### config.mk
export PLATFORM = sky130hd
export DESIGN_NAME = fetch_sequencer
export DESIGN_NICKNAME = d
export VERILOG_FILES = /design/src/rtl/fetch_pkg.sv /design/src/rtl/fetch_buffer.sv /design/src/rtl/fetch_sequencer.sv
export SDC_FILE = /design/constraint.sdc
export NUM_CORES = 1
export LEC_CHECK = 0
export ABC_AREA = 1
export BUFFER_PORTS_ARGS = -buffer_cell sky130_fd_sc_hd__buf_2
export CAP_MARGIN = 30
export CORE_ASPECT_RATIO = 0.9
export CORE_MARGIN = 3
export CORE_UTILIZATION = 35
export CTS_CLUSTER_SIZE = 20
export DETAILED_ROUTE_END_ITERATION = 6
export MAX_ROUTING_LAYER = met4
export SETUP_SLACK_MARGIN = 0.2
export SLEW_MARGIN = 30
export SYNTH_ARGS = -nofsm -noshare
export SYNTH_HDL_FRONTEND = slang
export SYNTH_SLANG_ARGS = --single-unit
### constraint.sdc
create_clock -name Clk -period 2.8 [get_ports Clk]
set_clock_uncertainty 0.1 [all_clocks]
set_input_delay 0.42 -clock Clk [delete_from_list [all_inputs] [get_ports Clk]]
set_output_delay 0.42 -clock Clk [all_outputs]
set_load 0.01 [all_outputs]
### src/rtl/fetch_pkg.sv
// fetch_pkg: shared types and constants for the fetch sequencer
package fetch_pkg;
  typedef enum logic [1:0] {S_BOOT, S_RUN, S_HALT, S_FAULT} state_e;
  localparam int FETCH_DEPTH = 2;
  localparam logic [31:0] PC_INC = 32'd4;
  typedef struct packed {
    logic [31:0] pc;
    logic [31:0] data;
  } fetch_entry_t;
  function automatic logic [31:0] word_idx(input logic [31:0] pc);
    return {2'b00, pc[31:2]};
  endfunction
endpackage

### src/rtl/fetch_buffer.sv
// fetch_buffer: 2-entry instruction FIFO with flush; entry 0 is always the head
module fetch_buffer
  import fetch_pkg::*;
(
  input  logic        clk_i,
  input  logic        rst_ni,
  input  logic        push_i,
  input  logic        pop_i,
  input  logic        flush_i,
  input  logic [31:0] pc_i,
  input  logic [31:0] data_i,
  output logic [31:0] head_pc_o,
  output logic [31:0] head_data_o,
  output logic [1:0]  count_o
);
  fetch_entry_t e0_q, e0_d, e1_q, e1_d, new_e;
  logic [1:0] count_q, count_d;
  logic wr_slot;
  always_comb begin
    new_e = {pc_i, data_i};
    wr_slot = (count_q - 2'(pop_i)) != 2'd0;
    e0_d = pop_i ? e1_q : e0_q;
    e1_d = e1_q;
    if (push_i && !wr_slot) e0_d = new_e;
    if (push_i && wr_slot) e1_d = new_e;
    count_d = flush_i ? 2'd0 : count_q + 2'(push_i) - 2'(pop_i);
  end
  always_ff @(posedge clk_i) begin
    if (!rst_ni) begin
      e0_q <= '0;
      e1_q <= '0;
      count_q <= 2'd0;
    end else begin
      e0_q <= e0_d;
      e1_q <= e1_d;
      count_q <= count_d;
    end
  end
  always_ff @(posedge clk_i)
    assert (!(rst_ni && !flush_i && push_i && !pop_i && count_q == 2'(FETCH_DEPTH)));
  assign head_pc_o = e0_q.pc;
  assign head_data_o = e0_q.data;
  assign count_o = count_q;
endmodule

### src/rtl/fetch_sequencer.sv
// fetch_sequencer: PC owner and imem fetch controller with 2-entry output buffer
// Define FETCH_PERF_EN to add the perf_fetched/perf_stall counters.
module fetch_sequencer
  import fetch_pkg::*;
#(
  parameter logic [31:0] RESET_PC = 32'h0000_0000,
  parameter int unsigned IMEM_DEPTH = 256
) (
  input  logic        Clk,
  input  logic        Reset_n,
  output logic [31:0] imem_addr,
  input  logic [31:0] imem_rdata,
  output logic        inst_valid,
  input  logic        inst_ready,
  output logic [31:0] inst_data,
  output logic [31:0] inst_pc,
  input  logic        redirect_valid,
  input  logic [31:0] redirect_pc,
  input  logic        halt_req,
  output logic        fetch_fault
`ifdef FETCH_PERF_EN
  ,
  output logic [31:0] perf_fetched,
  output logic [31:0] perf_stall
`endif
);
  state_e state_q, state_d;
  logic [31:0] pc_q, pc_d, tag_q, tag_d;
  logic inflight_q, inflight_d, fault_q, fault_d;
  logic pop, push, issue, in_range;
  logic [1:0] count, occ;
  fetch_buffer u_buf (
    .clk_i      (Clk),
    .rst_ni     (Reset_n),
    .push_i     (push),
    .pop_i      (pop),
    .flush_i    (redirect_valid),
    .pc_i       (tag_q),
    .data_i     (imem_rdata),
    .head_pc_o  (inst_pc),
    .head_data_o(inst_data),
    .count_o    (count)
  );
  // occupancy counts this cycle's pop so a steady stream issues every cycle
  always_comb begin
    pop = inst_valid & inst_ready;
    occ = count + 2'(inflight_q) - 2'(pop);
    in_range = word_idx(pc_q) < IMEM_DEPTH;
    state_d = state_q;
    fault_d = fault_q;
    issue = 1'b0;
    if (redirect_valid) begin
      state_d = halt_req ? S_HALT : S_RUN;
      fault_d = 1'b0;
    end else begin
      case (state_q)
        S_BOOT: state_d = S_RUN;
        S_RUN:
          if (!in_range) begin
            state_d = S_FAULT;
            fault_d = 1'b1;
          end else if (halt_req) state_d = S_HALT;
          else issue = occ < 2'(FETCH_DEPTH);
        S_HALT: state_d = halt_req ? S_HALT : S_RUN;
        default: state_d = state_q;
      endcase
    end
    pc_d = redirect_valid ? redirect_pc : issue ? pc_q + PC_INC : pc_q;
    tag_d = issue ? pc_q : tag_q;
    inflight_d = issue;
  end
  always_ff @(posedge Clk) begin
    if (!Reset_n) begin
      state_q <= S_BOOT;
      pc_q <= RESET_PC;
      tag_q <= '0;
      inflight_q <= 1'b0;
      fault_q <= 1'b0;
    end else begin
      state_q <= state_d;
      pc_q <= pc_d;
      tag_q <= tag_d;
      inflight_q <= inflight_d;
      fault_q <= fault_d;
    end
  end
  // data returning on a redirect edge belongs to the wrong path
  assign push = inflight_q & ~redirect_valid;
  assign inst_valid = count != 2'd0;
  assign imem_addr = word_idx(pc_q);
  assign fetch_fault = fault_q;
`ifdef FETCH_PERF_EN
  logic [31:0] fetched_q, stall_q;
  always_ff @(posedge Clk) begin
    if (!Reset_n) begin
      fetched_q <= '0;
      stall_q <= '0;
    end else begin
      fetched_q <= fetched_q + 32'(pop);
      stall_q <= stall_q + 32'(inst_valid & ~inst_ready);
    end
  end
  assign perf_fetched = fetched_q;
  assign perf_stall = stall_q;
`endif
endmodule

==> results.json <==
{
  "dp.cells": 1445,
  "cts-root-buf": "clkbuf_16",
  "routabilityCongestion": 0.796,
  "synthToLayoutAreaGrowth_pct": 17.0,
  "min_period_over_period_pct": 80.3,
  "postCtsSetupBuffers": 0,
  "whs_ns": 0.127,
  "vdd_drop_max_uv": 299,
  "clk_pin_slew_ns": 0.07,
  "p_leak_nw": 4.16,
  "power_mw": 5.84,
  "gr-usage-all-layers_pct": 16.9,
  "ys_seq_area_share_pct": 48.0,
  "cts_max_level": 4,
  "drc_errors": 0,
  "cts-resized-gates": 0,
  "max_cap_violations": 0,
  "fp.dieArea_sq_um": 25500,
  "nets": 1242,
  "num_vias": 7170,
  "final_common_cell": "nor2_1",
  "gr-total-overflow": 0,
  "yosys_warnings": 0,
  "grt_max_degree": 100,
  "multiInputGateArea_sq_um": 3480,
  "hold_viol": 0,
  "netlist_area_sq_um": 8260,
  "cts_sinks": 198,
  "wl_per_cell_um": 14.1,
  "grt_pass1_wl_mm": 34.4,
  "dr.pass1.iters": 5,
  "min_path_type": "input port to flip-flop",
  "power.density_nw_per_um2": 605,
  "die_w_um": 168,
  "synth_edf_count": 0,
  "holdBufCountCts": 0,
  "clk_latency_ns": 0.43,
  "drt_iter0_drc": 480,
  "final_cell_mix": "233 x nor2_1, 205 x nand2_1, 198 x dfxtp_1",
  "ys.flop_type": "dfxtp_1",
  "grt_setup_unrepaired": "false",
  "worstMarginPinSlew_ns": 0.780,
  "finalSetupTns_ns": 0,
  "slew_violations": 0,
  "ant_nets": 0,
  "die_h_um": 152,
  "vias_per_cell": 4.86,
  "end_kind": "flip-flop",
  "avgSynthCellArea_sq_um": 7.68,
  "synth.distinct_cells": 28,
  "cp.arrival_ns": 2.50,
  "regArea_sq_um": 3960,
  "cts_tree": "yes",
  "critPathLaunchType": "flip-flop",
  "final_cell_count_no_fill": 1476,
  "ios": 167,
  "path_class": "flip-flop to flip-flop",
  "max_slew_margin_pct": 48.0,
  "hpwl_mm": 12.8,
  "path_max_fanout": 22,
  "async_flop_share_pct": 0,
  "synthCells": 1075,
  "status": "finished clean",
  "portBuffers": 164,
  "fp.coreArea_sq_um": 22800,
  "grt_antenna_before_repair": 0,
  "setup-violations-final": 0,
  "num_antenna_cells": 0,
  "fmax_mhz": 445,
  "drt_wl_total_mm": 20.8,
  "cts_buffer_depth": 2,
  "cts_made_buffers": 17,
  "worstPathRequired_ns": 3.05,
  "layout-drive-gt1-share_pct": 22.8,
  "fin_crit_ns": 2.25,
  "postLayoutCoreUtil_pct": 42.3,
  "n_fill_cell": 2335,
  "synth_seq_cells": 198,
  "initial_core_util_pct": 36.2,
  "rows": 52,
  "first_global_vias": 6638
}
sequential cells by signal, indices dropped and copies added, names as in the netlist:
register,flops
pc_q,32
inflight_q,1
state_q,2
u_buf.count_o,2
u_buf.head_data_o,32
u_buf.head_pc_o,32
tag_q,32
u_buf.e1_q,64
fetch_fault,1
critical path: stages, from the launching register on:
cell and delay (ns):
dfxtp_1 0.33, inv_2 0.06, nand2_1 0.09, nand2_2 0.10
inv_2 0.04, ha_1 0.35, inv_2 0.08, nand2_1 0.06
nand3_1 0.08, nand2_1 0.10, nand4_1 0.23, buf_4 0.30
nand3_1 0.10, a21oi_1 0.15
cell families (layout without fill, tap and decap cells):
kind of cell	count (synthesis)	in the layout	share of synthesized area, %
muxes	1	1	0.121
other	1	2	0.0454
and+or+nand+nor	520	520	26.4
AOI/OAI and AO/OA	179	179	13.8
buffers and inverters	164	267	10.1
DFF	198	198	48.0
xor gates and xnor gates	6	6	0.636
adders and majority gates	6	6	0.909
power breakdown:
part           leakage [nW]  switching (mW)  internal (mW)
Combinational          2.24           0.192          0.115
Sequential             1.60          0.0295           2.85
Clock                 0.312            1.11           1.55
per-layer routing:
layer	vias to the layer above	wire, um	part of all wire [%]	GRT usage (%)
met4	0	231	1.1	4.66
met5	-	0	0	-
met2	187	9320	45	26.9
met3	17	1010	4.8	3.58
met1	3293	10200	49	22.0
li1	3673	-	-	-
stage by stage:
stage                     setup WS [ns]  cell area [sq um]
after global placement            0.536               9030
after global routing              0.253               9660
after CTS                         0.518               9660
final                             0.551               9660
after floorplan                   0.677               8260
after detailed placement          0.489               9030
cell type report:
class,instances,area share [%]
flip-flops and latches,198,41.0
repair buffers,182,10.5
multi-input cells,714,36.0
clock inverters,11,1.79
clock buffers,20,4.73
well taps,297,3.85
inverters,54,2.11
cells in the mapped netlist, types with 3 or more instances:
master    count  area (sq um)
o21ai_1       3          15.0
a311oi_1     64           561
buf_6         3          33.8
dfxtp_1     198          3960
ha_1          6          75.1
nand3_2      21           210
buf_4        39           293
clkbuf_1     23          86.3
nand2_1     207           777
nor2_1      233           875
nand3_1      47           235
nand4_1       5          31.3
inv_1        25          93.8
buf_1         4          15.0
o21ai_0      70           350
buf_2        41           205
a21oi_1      41           205
xor2_1        5          43.8
inv_2        29           109
final timing paths:
path                          startpoint                      to  slack, ns  cells after the start
max          u_buf.count_o[1]$_SDFF_PP0_   pc_q[23]$_SDFFE_PN0P_       0.55                     13
min                       redirect_pc[1]    pc_q[1]$_SDFFE_PN0P_       0.13                      3
max reg2reg  u_buf.count_o[1]$_SDFF_PP0_   pc_q[23]$_SDFFE_PN0P_       0.55                     13
min reg2reg       tag_q[24]$_SDFFE_PN0P_  tag_q[24]$_SDFFE_PN0P_       0.36                      2
Note: power is estimated with default switching activity, not from simulation.
